### config.mk
export PLATFORM = sky130hd
export DESIGN_NAME = timer_counter_flat
export DESIGN_NICKNAME = d
export VERILOG_FILES = /design/src/rtl/timer_counter_pkg.sv /design/src/rtl/timer_counter_if.sv /design/src/rtl/timer_counter.sv /design/src/flat_wrapper.sv
export SDC_FILE = /design/constraint.sdc
export NUM_CORES = 1
export LEC_CHECK = 0
export BUFFER_PORTS_ARGS = -buffer_cell sky130_fd_sc_hd__buf_2
export CORE_ASPECT_RATIO = 1.4
export CORE_MARGIN = 5
export CORE_UTILIZATION = 57
export DETAILED_ROUTE_END_ITERATION = 10
export PLACE_DENSITY = 0.95
export SYNTH_ARGS = -nofsm -noshare
export SYNTH_HDL_FRONTEND = slang
export SYNTH_SLANG_ARGS = --single-unit
### constraint.sdc
create_clock -name clk -period 3.9 [get_ports clk]
set_clock_uncertainty 0.05 [all_clocks]
set_input_delay 0.78 -clock clk [delete_from_list [all_inputs] [get_ports clk]]
set_output_delay 0.78 -clock clk [all_outputs]
set_load 0.03 [all_outputs]
### src/rtl/timer_counter_pkg.sv
// ============================================================================
// Module : timer_pkg
// Desc   : Shared timer definitions (FSM states, register map, CTRL fields, MODE codes)
// Rev    : 1.0 - initial release
// ============================================================================
`default_nettype none

package timer_pkg;

  typedef enum logic [1:0] {
    ST_IDLE = 2'd0,
    ST_LOAD = 2'd1,
    ST_CNT  = 2'd2,
    ST_INT  = 2'd3
  } state_t;

  localparam logic [31:0] C_OFF_CTRL   = 32'h0;
  localparam logic [31:0] C_OFF_PRESET = 32'h4;
  localparam logic [31:0] C_OFF_COUNT  = 32'h8;

  localparam logic [1:0] C_SEL_CTRL   = C_OFF_CTRL[3:2];
  localparam logic [1:0] C_SEL_PRESET = C_OFF_PRESET[3:2];
  localparam logic [1:0] C_SEL_COUNT  = C_OFF_COUNT[3:2];

  localparam int C_CTRL_EN       = 0;
  localparam int C_CTRL_MODE_LSB = 1;
  localparam int C_CTRL_MODE_MSB = 2;
  localparam int C_CTRL_IM       = 3;

  localparam logic [1:0] C_MODE_ONESHOT = 2'b00;
  localparam logic [1:0] C_MODE_RELOAD  = 2'b01;

  function automatic logic [31:0] ctrl_pack(input logic en, input logic [1:0] mode,
                                            input logic im);
    logic [31:0] v;
    v = '0;
    v[C_CTRL_EN] = en;
    v[C_CTRL_MODE_MSB:C_CTRL_MODE_LSB] = mode;
    v[C_CTRL_IM] = im;
    return v;
  endfunction

endpackage

`default_nettype wire

### src/rtl/timer_counter_if.sv
// ============================================================================
// Module : timer_counter_if
// Desc   : CPU-side register bus and interrupt line of the timer
// Rev    : 1.0 - initial release
// ============================================================================
`default_nettype none

interface timer_counter_if;
  logic [31:0] addr;
  logic        we;
  logic [3:0]  be;
  logic [31:0] wdata;
  logic [31:0] rdata;
  logic        irq;

  modport master (output addr, output we, output be, output wdata,
                  input rdata, input irq);
  modport slave  (input addr, input we, input be, input wdata,
                  output rdata, output irq);
endinterface

`default_nettype wire

### src/rtl/timer_counter.sv
// ============================================================================
// Module : timer_counter
// Desc   : Down-counting timer with one-shot/auto-reload modes and a level IRQ.
//          Interrupt logic (PEND, IM, irq) exists only with TIMER_COUNTER_IRQ_EN.
// Rev    : 1.0 - initial release
// ============================================================================
`default_nettype none

module timer_counter
  import timer_pkg::*;
(
  input  wire logic      clk,
  input  wire logic      reset,
  timer_counter_if.slave bus
);

  state_t      r_state;
  state_t      w_state_next;
  logic        r_en;
  logic [1:0]  r_mode;
  logic [31:0] r_preset;
  logic [31:0] r_count;
  logic [31:0] w_count_next;
  logic        w_fsm_clr_en;
  logic [1:0]  w_sel;
  logic        w_wr_ok;
  logic        w_wr_ctrl;
  logic        w_wr_preset;
  logic        w_en_eff;
  logic        w_im_rd;
  logic [31:0] w_rdata;
  logic        w_unused_addr;

  assign w_sel         = bus.addr[3:2];
  assign w_unused_addr = ^{bus.addr[31:4], bus.addr[1:0]};
  assign w_wr_ok       = bus.we && (bus.be == 4'hF);
  assign w_wr_ctrl     = w_wr_ok && (w_sel == C_SEL_CTRL);
  assign w_wr_preset   = w_wr_ok && (w_sel == C_SEL_PRESET);

  // The FSM reacts to an EN write in the same cycle, so start/stop take effect at the write edge.
  assign w_en_eff = w_wr_ctrl ? bus.wdata[C_CTRL_EN] : r_en;

  always_comb begin
    w_state_next = r_state;
    w_count_next = r_count;
    w_fsm_clr_en = 1'b0;
    case (r_state)
      ST_IDLE: begin
        if (w_en_eff) w_state_next = ST_LOAD;
      end
      ST_LOAD: begin
        if (!w_en_eff) begin
          w_state_next = ST_IDLE;
        end else begin
          w_count_next = r_preset;
          w_state_next = ST_CNT;
        end
      end
      ST_CNT: begin
        if (!w_en_eff) begin
          w_state_next = ST_IDLE;
        end else if (r_count == 32'd0) begin
          w_state_next = ST_INT;
        end else begin
          w_count_next = r_count - 32'd1;
          if (r_count == 32'd1) w_state_next = ST_INT;
        end
      end
      ST_INT: begin
        // MODE values other than reload behave as one-shot.
        if (r_mode == C_MODE_RELOAD) begin
          w_state_next = ST_LOAD;
        end else begin
          w_fsm_clr_en = 1'b1;
          w_state_next = ST_IDLE;
        end
      end
      default: w_state_next = ST_IDLE;
    endcase
  end

  always_ff @(posedge clk or negedge reset) begin
    if (!reset) begin
      r_state  <= ST_IDLE;
      r_count  <= '0;
      r_en     <= 1'b0;
      r_mode   <= C_MODE_ONESHOT;
      r_preset <= '0;
    end else begin
      r_state <= w_state_next;
      r_count <= w_count_next;
      if (w_wr_ctrl) begin
        r_en   <= bus.wdata[C_CTRL_EN];
        r_mode <= bus.wdata[C_CTRL_MODE_MSB:C_CTRL_MODE_LSB];
      end else if (w_fsm_clr_en) begin
        r_en <= 1'b0;
      end
      if (w_wr_preset) r_preset <= bus.wdata;
    end
  end

`ifdef TIMER_COUNTER_IRQ_EN
  logic r_im;
  logic r_pend;
  logic w_pend_set;

  // INT lasts one cycle, so a next-state of INT always marks entry.
  assign w_pend_set = (w_state_next == ST_INT);

  always_ff @(posedge clk or negedge reset) begin
    if (!reset) begin
      r_im   <= 1'b0;
      r_pend <= 1'b0;
    end else begin
      if (w_wr_ctrl) r_im <= bus.wdata[C_CTRL_IM];
      if (w_pend_set) begin
        r_pend <= 1'b1;
      end else if (w_wr_ctrl || w_wr_preset) begin
        r_pend <= 1'b0;
      end
    end
  end

  assign w_im_rd = r_im;
  assign bus.irq = r_pend & r_im;
`else
  assign w_im_rd = 1'b0;
  assign bus.irq = 1'b0;
`endif

  always_comb begin
    w_rdata = '0;
    case (w_sel)
      C_SEL_CTRL:   w_rdata = ctrl_pack(r_en, r_mode, w_im_rd);
      C_SEL_PRESET: w_rdata = r_preset;
      C_SEL_COUNT:  w_rdata = r_count;
      default:      w_rdata = '0;
    endcase
  end

  assign bus.rdata = w_rdata;

endmodule

`default_nettype wire

### src/flat_wrapper.sv
// flat-port wrapper written by rule: the top's interface ports become plain ports
module timer_counter_flat import timer_pkg::*;
  (clk, reset, bus_addr, bus_we, bus_be, bus_wdata, bus_rdata, bus_irq);
  timer_counter_if bus_i ();
  input  wire logic clk;
  input  wire logic reset;
  input wire logic [$bits(bus_i.addr)-1:0] bus_addr;
  input wire logic [$bits(bus_i.we)-1:0] bus_we;
  input wire logic [$bits(bus_i.be)-1:0] bus_be;
  input wire logic [$bits(bus_i.wdata)-1:0] bus_wdata;
  output wire logic [$bits(bus_i.rdata)-1:0] bus_rdata;
  output wire logic [$bits(bus_i.irq)-1:0] bus_irq;
  assign bus_i.addr = bus_addr;
  assign bus_i.we = bus_we;
  assign bus_i.be = bus_be;
  assign bus_i.wdata = bus_wdata;
  assign bus_rdata = bus_i.rdata;
  assign bus_irq = bus_i.irq;
  timer_counter u_core (.clk(clk), .reset(reset), .bus(bus_i));
endmodule
Word level (Yosys, flattened, before mapping)
Index checks and enable logic that the tools add are counted.
{"block": "classes", "eq_ne": 13, "n_mux": 17, "reduce_logical": 10, "add_sub_neg": 1}
{"op": "2-to-1 mux 32 bit", "count": 3}
{"op": "case mux 32 bit (3 select lines)", "count": 1}
{"op": "case mux 32 bit (2 select lines)", "count": 1}
{"op": "== test 32 x 1 -> 1 bit (second input constant)", "count": 1}
{"op": "zero test 32 bit", "count": 1}
{"op": "subtractor 32 x 1 -> 32 bit (second input constant)", "count": 1}
{"op": "2-to-1 mux 2 bit", "count": 5}
{"op": "case mux 2 bit (4 select lines)", "count": 1}
{"op": "== test 2 x 1 -> 1 bit (second input constant)", "count": 3}
{"op": "== test 2 bit (second input constant)", "count": 3}
{"op": "2-to-1 mux 1 bit", "count": 6}
{"op": "!= test 2 x 1 -> 1 bit (second input constant)", "count": 3}
{"op": "== test 4 bit (second input constant)", "count": 1}
{"op": "zero test 2 bit", "count": 2}
{"op": "!= test 4 bit (second input constant)", "count": 1}
{"op": "AND reduction 4 bit", "count": 1}
{"op": "nonzero test 2 bit", "count": 2}
{"op": "logical AND 1 bit", "count": 3}
{"op": "!= test 2 bit (second input constant)", "count": 1}
{"op": "AND reduction 2 bit", "count": 1}
{"block": "totals", "in_bits": 71, "out_inout_bits": 33, "ff_bits": 69, "wordCells": 46}

Longest topological paths before layout
Gate-level depths: netlist of run 1.
{"block": "logic_depth", "word_depth": 6, "depth_mapped": 9, "depth_no_buf": 7}

Worst setup path before layout of run 1
Ideal clock, no wire load.
{"block": "synth_timing", "path_kind": "input to output", "startpoint": "in bus_addr[3]", "endpoint": "out bus_rdata[15]", "arrival_time_ns": 2.119, "t_required_ns": 3.070, "path_stages": 5, "path_buffers": 3, "setup_slack_ns": 0.951, "path_cell_list": "clkbuf_1 > nor2b_1 > clkbuf_1 > clkbuf_1 > a22o_1"}
{"block": "synth_via", "elab_chain_len": 2, "word_cells_on_any_way": 4, "classes_between": "eq/ne: 2; mux: 1; reduce/logical: 1"}
{"element": "from (decl)", "line_no": "flat_wrapper.sv:7", "rtl": "input wire logic [$bits(bus_i.addr)-1:0] bus_addr;"}
{"element": "== test 2 bit (tied with other cells)", "line_no": "timer_counter.sv:133", "rtl": "case (w_sel)"}
{"element": "case mux 32 bit (3 select lines) (*)", "line_no": "timer_counter.sv:133"}
{"element": "to (decl)", "line_no": "flat_wrapper.sv:11", "rtl": "output wire logic [$bits(bus_i.rdata)-1:0] bus_rdata;"}
Mark *: on every way between the ends. The rest lies on a longest branch, timed or not.

Final worst setup path of run 1
{"block": "layout_timing", "startpoint": "reg u_core.r_count[0]", "endpoint": "reg u_core.r_count[16]"}
{"block": "layout_via", "elab_chain_len": 4, "word_cells_on_any_way": 7, "classes_between": "add/sub: 1; eq/ne: 1; mux: 3; reduce/logical: 2"}
{"element": "from (decl)", "line_no": "timer_counter.sv:22", "rtl": "logic [31:0] r_count;"}
{"element": "from (signal assigned)", "line_no": "timer_counter.sv:91", "rtl": "r_count <= w_count_next;"}
{"element": "subtractor 32 x 1 -> 32 bit", "line_no": "timer_counter.sv:65", "rtl": "w_count_next = r_count - 32'd1;"}
{"element": "2-to-1 mux 32 bit", "line_no": "timer_counter.sv:62", "rtl": "end else if (r_count == 32'd0) begin"}
{"element": "2-to-1 mux 32 bit", "line_no": "timer_counter.sv:60", "rtl": "if (!w_en_eff) begin"}
{"element": "case mux 32 bit (2 select lines)", "line_no": "timer_counter.sv:47", "rtl": "case (r_state)"}
Several ways; a longest one is shown, not always the timed one. The select of a mux whose other input is x is not followed.
A chain may end at the register's enable or synchronous reset.

==> flow_summary_export.csv, run 1 <==
group,metric,value,unit
floorplan,design.die.area,0.00883,mm2
sta,slew_headroom,51.6,%
cells_and_area,layout.cells.non_filler,569,
floorplan,start_util,58.1,%
sta,setup_viol,0,
floorplan,rows,36,
grt,grt_usage,25.8,%
sta,max_freq,0.311,GHz
floorplan,core-area,0.00689,mm2
sta,final-hold-violation-count,0,
worst_setup_path,required,4.06,ns
power_and_ir_drop,powerDensity,575,mW/mm2
cells_and_area,area_growth,16.0,%
logic_synthesis,syn-cell-area,0.00401,mm2
clock_tree,cts_made_buffers,9,
cells_and_area,layout_common_cells,"buf_2 (72), dfrtp_1 (69), a22o_1 (35)",
worst_setup_path,endpoint_kind,"register",
clock_tree,clockBufferDepth,2,
worst_setup_path,cp_slowest_stage_delay,0.71,ns
worst_setup_path,crit_type,"reg2reg",
logic_synthesis,synth_edf_count,0,
worst_setup_path,path_cells,"inv_1, ha_1, nor4b_2, nand3_1, or4_4, nand2_1, o21ai_1",
sta,min_period,3.22,ns
cells_and_area,fin_nets,542,
sta,rsz0062_at_grt,"false",
sta,period_share,82.5,%
placement,dp_hpwl,7320,um
drt,wl,10800,um
flow_run,maxCapViolations,0,
clock_tree,clock_latency,0.36,ns
cells_and_area,finalInstanceArea,0.00465,mm2
cells_and_area,multi_input_area,0.00211,mm2
worst_setup_path,startpoint_type,"register",
power_and_ir_drop,static-leakage-power,2.05,nW
sta,fin_ws,0.681,ns
placement,io_buffers,72,
cells_and_area,drive_gt1_share,31.9,%
placement,gp_congestion,0.879,
status,status,"complete, no violations",
sta,final_max_slew_viol_count,0,
clock_tree,cts-htree-levels,3,
logic_synthesis,syn_nets,483,
cells_and_area,final_common_cell,"buf_2",
grt,antenna_found_initial,0,
cells_and_area,regArea,0.00173,mm2
placement,placed_cell_area,0.00442,mm2
clock_tree,cts-root-buf,"clkbuf_8",
logic_synthesis,avgSynthCellArea,9.77,um2
cells_and_area,antennaDiodeCount,0,
drt,drtIter0Drc,470,
cells_and_area,fill_cells,527,
logic_synthesis,synthArstFlopShare,100,%
grt,grt_max_degree,43,
clock_tree,holdBufCountCts,0,
power_and_ir_drop,vdd_drop_max,0.000320,V
grt,overflow,0,
floorplan,die_width,80.9,um
floorplan,die_h,109,um
placement,dp_cells,553,
logic_synthesis,syn-instance-count,410,
logic_synthesis,yosys_warnings,0,
sta,worstMarginPinSlew,0.723,ns
drt,viasPerCell,6.67,
sta,tns,0,ns
worst_setup_path,arrival,3.38,ns
drt,drc,0,
drt,firstDrtPassIters,5,
logic_synthesis,synth-main-ff-cell,"dfrtp_1",
drt,post_drt_wl_per_cell,18.9,um
worst_setup_path,cp_max_fo,17,
clock_tree,cts.clk_slew.worst_paths,0.08,ns
logic_synthesis,ys_seq_elements,69,
grt,grt_pass1_wl,17800,um
worst_setup_path,slowest_stage,"or4_4",
clock_tree,cts_sinks,69,
clock_tree,cts_tree,"built",
drt,vias,3797,
drt,ant_nets,0,
min_path,hold_path.class,"in2async",
grt,grt_pass1_vias,3829,
clock_tree,post_cts_buffers,0,
logic_synthesis,seq_area_frac_synth,43.1,%
clock_tree,cts_resized,0,
floorplan,ios,104,
logic_synthesis,ys_types,57,
power_and_ir_drop,finalPower,2.67,mW
placement,pre_cts_ws,0.807,ns
[final cells by class]
| cell class | instances | area share, % |
|---|---|---|
| Multi-Input combinational cell | 301 | 45.4 |
| Timing Repair Buffer | 84 | 9.69 |
| Inverter | 4 | 0.323 |
| Clock buffer | 12 | 3.34 |
| Tap cell | 95 | 2.56 |
| Sequential cell | 69 | 37.2 |
| Clock inverter | 4 | 1.51 |
[routing by layer]
metal  vias up  part of all wire, %  track usage (%)
met2       241                   51             42.5
met1      1833                   38             30.6
met3        40                  7.6             4.38
met4         0                  3.3             16.5
met5         -                    0                0
li1       1683                    -                -
[worst max-delay path, delay by kind of cell, from the launching register on]
kind | cells | cell delay, ns
buffers and inverters | 1 | 0.13
AND/OR/NAND/NOR | 4 | 2.02
AO/OA/AOI/OAI | 1 | 0.17
adder cells (fa/ha/maj) | 1 | 0.27
flip-flops | 1 | 0.44
[stage by stage]
step | hold slack (ns) | util (%)
after floorplan | 0.429 | -
after global placement | 0.458 | 64.2
after detailed placement | 0.473 | 64.2
after CTS | 0.389 | 67.4
after global routing | 0.420 | 67.4
final | 0.383 | 67.4
[cells in the mapped netlist (all sizes together), types with 4 or more instances]
cell type	number	area (um2)
a22o	35	307
nor3	16	90.1
nor2b	4	25.0
a21oi	28	140
or3	4	25.0
o21ai	33	165
o22ai	4	25.0
nand3	10	50.1
buf	9	62.6
nand2	27	101
mux2	34	383
o32ai	5	43.8
inv	4	15.0
clkbuf	27	101
o31ai	10	75.1
nor4	10	98.8
a31oi	16	100
dfrtp	69	1730
nand4	4	40.0
nor2	20	75.1
[final timing paths]
path | cells after the start | endpoint | slack (ns) | startpoint
setup / recovery | 7 | u_core.r_count[16]$_DFFE_PN0P_ | 0.68 | u_core.r_count[0]$_DFFE_PN0P_
hold / removal | 1 | u_core.r_preset[2]$_DFFE_PN0P_ | 0.38 | reset
max in group asynchronous | 2 | u_core.r_preset[12]$_DFFE_PN0P_ | 2.44 | reset
hold reg to reg | 1 | u_core.r_preset[26]$_DFFE_PN0P_ | 0.49 | u_core.r_preset[26]$_DFFE_PN0P_
setup reg to reg | 7 | u_core.r_count[16]$_DFFE_PN0P_ | 0.68 | u_core.r_count[0]$_DFFE_PN0P_
min in group clk | 1 | u_core.r_preset[26]$_DFFE_PN0P_ | 0.49 | u_core.r_preset[26]$_DFFE_PN0P_
[sequential cells by signal, indices dropped and copies added, names as in the netlist]
name,count
u_core.r_preset,32
u_core.r_mode,2
u_core.r_count,32
u_core.r_state,2
u_core.r_en,1
[where the power goes]
part / switching, mW / internal, mW / leakage (nW)
clock: 0.280 / 0.393 / 0.116
combinational: 0.530 / 0.342 / 1.02
sequential: 0.251 / 0.877 / 0.910
[cell families (layout without fill, tap and decap cells)]
family	Yosys count	count (layout)	synth area share, %
buf+inv	40	104	4.47
fa+ha+maj	2	2	0.625
simple gates	109	109	15.4
mux	37	37	10.3
other cells	1	1	0.0936
xor+xnor	1	1	0.219
flops	69	69	43.1
compound gates	151	151	25.8
Power figures use the tool's default switching activity.
==> run 2: changes to the inputs <==
--- a/config.mk
+++ b/config.mk
@@ -8,9 +8,9 @@
 export BUFFER_PORTS_ARGS = -buffer_cell sky130_fd_sc_hd__buf_2
 export CORE_ASPECT_RATIO = 1.4
 export CORE_MARGIN = 5
-export CORE_UTILIZATION = 57
+export CORE_UTILIZATION = 53
 export DETAILED_ROUTE_END_ITERATION = 10
-export PLACE_DENSITY = 0.95
+export PLACE_DENSITY = 0.91
 export SYNTH_ARGS = -nofsm -noshare
 export SYNTH_HDL_FRONTEND = slang
 export SYNTH_SLANG_ARGS = --single-unit
==> constraint.sdc (replaced) <==
create_clock -name clk -period 3.21 [get_ports clk]
set_clock_uncertainty 0.05 [all_clocks]
set_input_delay 0.642 -clock clk [delete_from_list [all_inputs] [get_ports clk]]
set_output_delay 0.642 -clock clk [all_outputs]
set_load 0.03 [all_outputs]
==> run 2 against run 1 <==
  * Cell count increased by 1.1%
  * Routed wire length is 4.6% lower
  * Non-clock buffer count rose by 5
  * Register-to-register slack lost 0.04 ns
  * Clock-buffer cell count up 2
  * Worst hold slack lost 0.12 ns
  * Sequential power grew 20%
  * Via count down 4.0%
  * Power increased by 14%
  * First-iteration DRC count decreased by 52%
==> flow_summary_export.csv, run 2 (same netlist as run 1, synthesis figures left out) <==
group,metric,value,unit
worst_setup_path,cp.buffers_inverters,1,
drt,drc,0,
cells_and_area,largest_registers,"u_core.r_count: 32 flops, u_core.r_preset: 32 flops",
placement,io_buffers,72,
sta,final-hold-violation-count,0,
clock_tree,clock_latency,0.34,ns
floorplan,die_h,113,um
sta,max_freq,0.390,GHz
sta,setup_viol,0,
worst_setup_path,arrival,2.73,ns
worst_setup_path,endpoint_kind,"register",
clock_tree,cts-htree-levels,3,
drt,viasPerCell,6.34,
worst_setup_path,crit_type,"reg2reg",
sta,tns,0,ns
worst_setup_path,crit_cells,6,
cells_and_area,final_common_cell,"buf_2",
drt,wl,10300,um
drt,post_drt_wl_per_cell,17.9,um
worst_setup_path,startpoint_type,"register",
grt,grt_pass1_wl,17400,um
floorplan,design.die.area,0.00942,mm2
sta,final_max_slew_viol_count,0,
power_and_ir_drop,static-leakage-power,2.06,nW
cells_and_area,layout_common_cells,"buf_2 (72), dfrtp_1 (69), a22o_1 (35)",
grt,antenna_found_initial,0,
clock_tree,holdBufCountCts,0,
clock_tree,cts_made_buffers,9,
min_path,hold_path.class,"in2async",
cells_and_area,area_growth,16.4,%
worst_setup_path,rr_worst_depth,6,
drt,firstDrtPassIters,5,
worst_setup_path,required,3.37,ns
sta,worstMarginPinSlew,0.731,ns
clock_tree,cts-root-buf,"clkbuf_8",
sta,period_share,79.9,%
grt,grt_usage,22.3,%
power_and_ir_drop,vdd_drop_max,0.000356,V
clock_tree,post_cts_buffers,0,
cells_and_area,fin_nets,547,
drt,drtIter0Drc,224,
sta,min_period,2.56,ns
flow_run,maxCapViolations,0,
grt,overflow,0,
sta,slew_headroom,51.1,%
worst_setup_path,slowest_stage,"or4_4",
floorplan,ios,104,
placement,placed_cell_area,0.00449,mm2
cells_and_area,drive_gt1_share,32.2,%
placement,gp_congestion,0.900,
cells_and_area,finalInstanceArea,0.00466,mm2
clock_tree,cts.clk_slew.worst_paths,0.07,ns
drt,ant_nets,0,
clock_tree,cts_tree,"built",
status,status,"complete, no violations",
worst_setup_path,cp_slowest_stage_delay,0.72,ns
worst_setup_path,path_cells,"nor4_4, nand4_4, or4_4, nand2_1, buf_4, o21ai_1",
floorplan,die_width,83.5,um
worst_setup_path,critical-path-top-delay-family,"simple AND/OR/NAND/NOR gates",
worst_setup_path,cp_max_fo,17,
cells_and_area,antennaDiodeCount,0,
clock_tree,clockBufferDepth,2,
drt,vias,3647,
power_and_ir_drop,powerDensity,653,mW/mm2
sta,rsz0062_at_grt,"false",
floorplan,core-area,0.00736,mm2
grt,grt_pass1_vias,3717,
clock_tree,cts_resized,0,
placement,dp_hpwl,7240,um
floorplan,rows,37,
clock_tree,cts_sinks,69,
floorplan,start_util,54.4,%
grt,grt_max_degree,44,
==> run 2: cell count changes in the layout (fill, tap and decap cells not counted) <==
| cell | before | now |
|---|---|---|
| buf_12 | 0 | 2 |
| buf_4 | 12 | 15 |
| bufinv_16 | 2 | 0 |
| clkbuf_1 | 1 | 2 |
| clkbuf_8 | 11 | 12 |
| clkinv_2 | 2 | 1 |
==> run 2: cell type report <==
type                    instances  area, um2
well taps                      97        121
multi-input cells             301       2110
inverters                       4       15.0
fillers                       610       2700
clock inverters                 1       5.00
repair buffers                 89        513
flip-flops and latches         69       1730
clock buffers                  14        173
==> run 2: worst paths after layout <==
kind	startpoint	slack [ns]	to
worst max-delay path	u_core.r_count[12]$_DFFE_PN0P_	0.65	u_core.r_count[16]$_DFFE_PN0P_
worst min-delay path	reset	0.26	u_core.r_preset[27]$_DFFE_PN0P_
worst max register to register	u_core.r_count[12]$_DFFE_PN0P_	0.65	u_core.r_count[16]$_DFFE_PN0P_
worst min register to register	u_core.r_mode[0]$_DFFE_PN0N_	0.48	u_core.r_mode[0]$_DFFE_PN0N_
max in group asynchronous	reset	2.40	u_core.r_count[24]$_DFFE_PN0P_
min in group clk	u_core.r_mode[0]$_DFFE_PN0N_	0.48	u_core.r_mode[0]$_DFFE_PN0N_
==> run 2: layer usage <==
metal / global-route usage, % / vias to the layer above / wire length [um]
met3: 3.42 / 22 / 526
met4: 10.2 / 0 / 208
met1: 26.9 / 1803 / 4210
met5: 0 / - / 0
met2: 39.1 / 130 / 5320
li1: - / 1692 / -
==> run 2: power by group <==
group          switching, mW  internal, mW
Sequential             0.296          1.07
Combinational          0.627         0.412
Clock                  0.306         0.339
==> run 2: metrics by stage <==
stage | util, % | power, mW | setup WS (ns) | std cells | hold WS, ns
5_1_grt | 63.4 | 3.23 | 0.511 | 575 | 0.274
6_report | 63.4 | 3.05 | 0.646 | 575 | 0.261
4_1_cts | 63.4 | 3.05 | 0.675 | 575 | 0.255
3_3_place_gp | 61.0 | 2.35 | 0.728 | 560 | 0.457
3_5_place_dp | 61.0 | 2.40 | 0.690 | 560 | 0.461
2_1_floorplan | - | 2.09 | 0.537 | 410 | 0.296
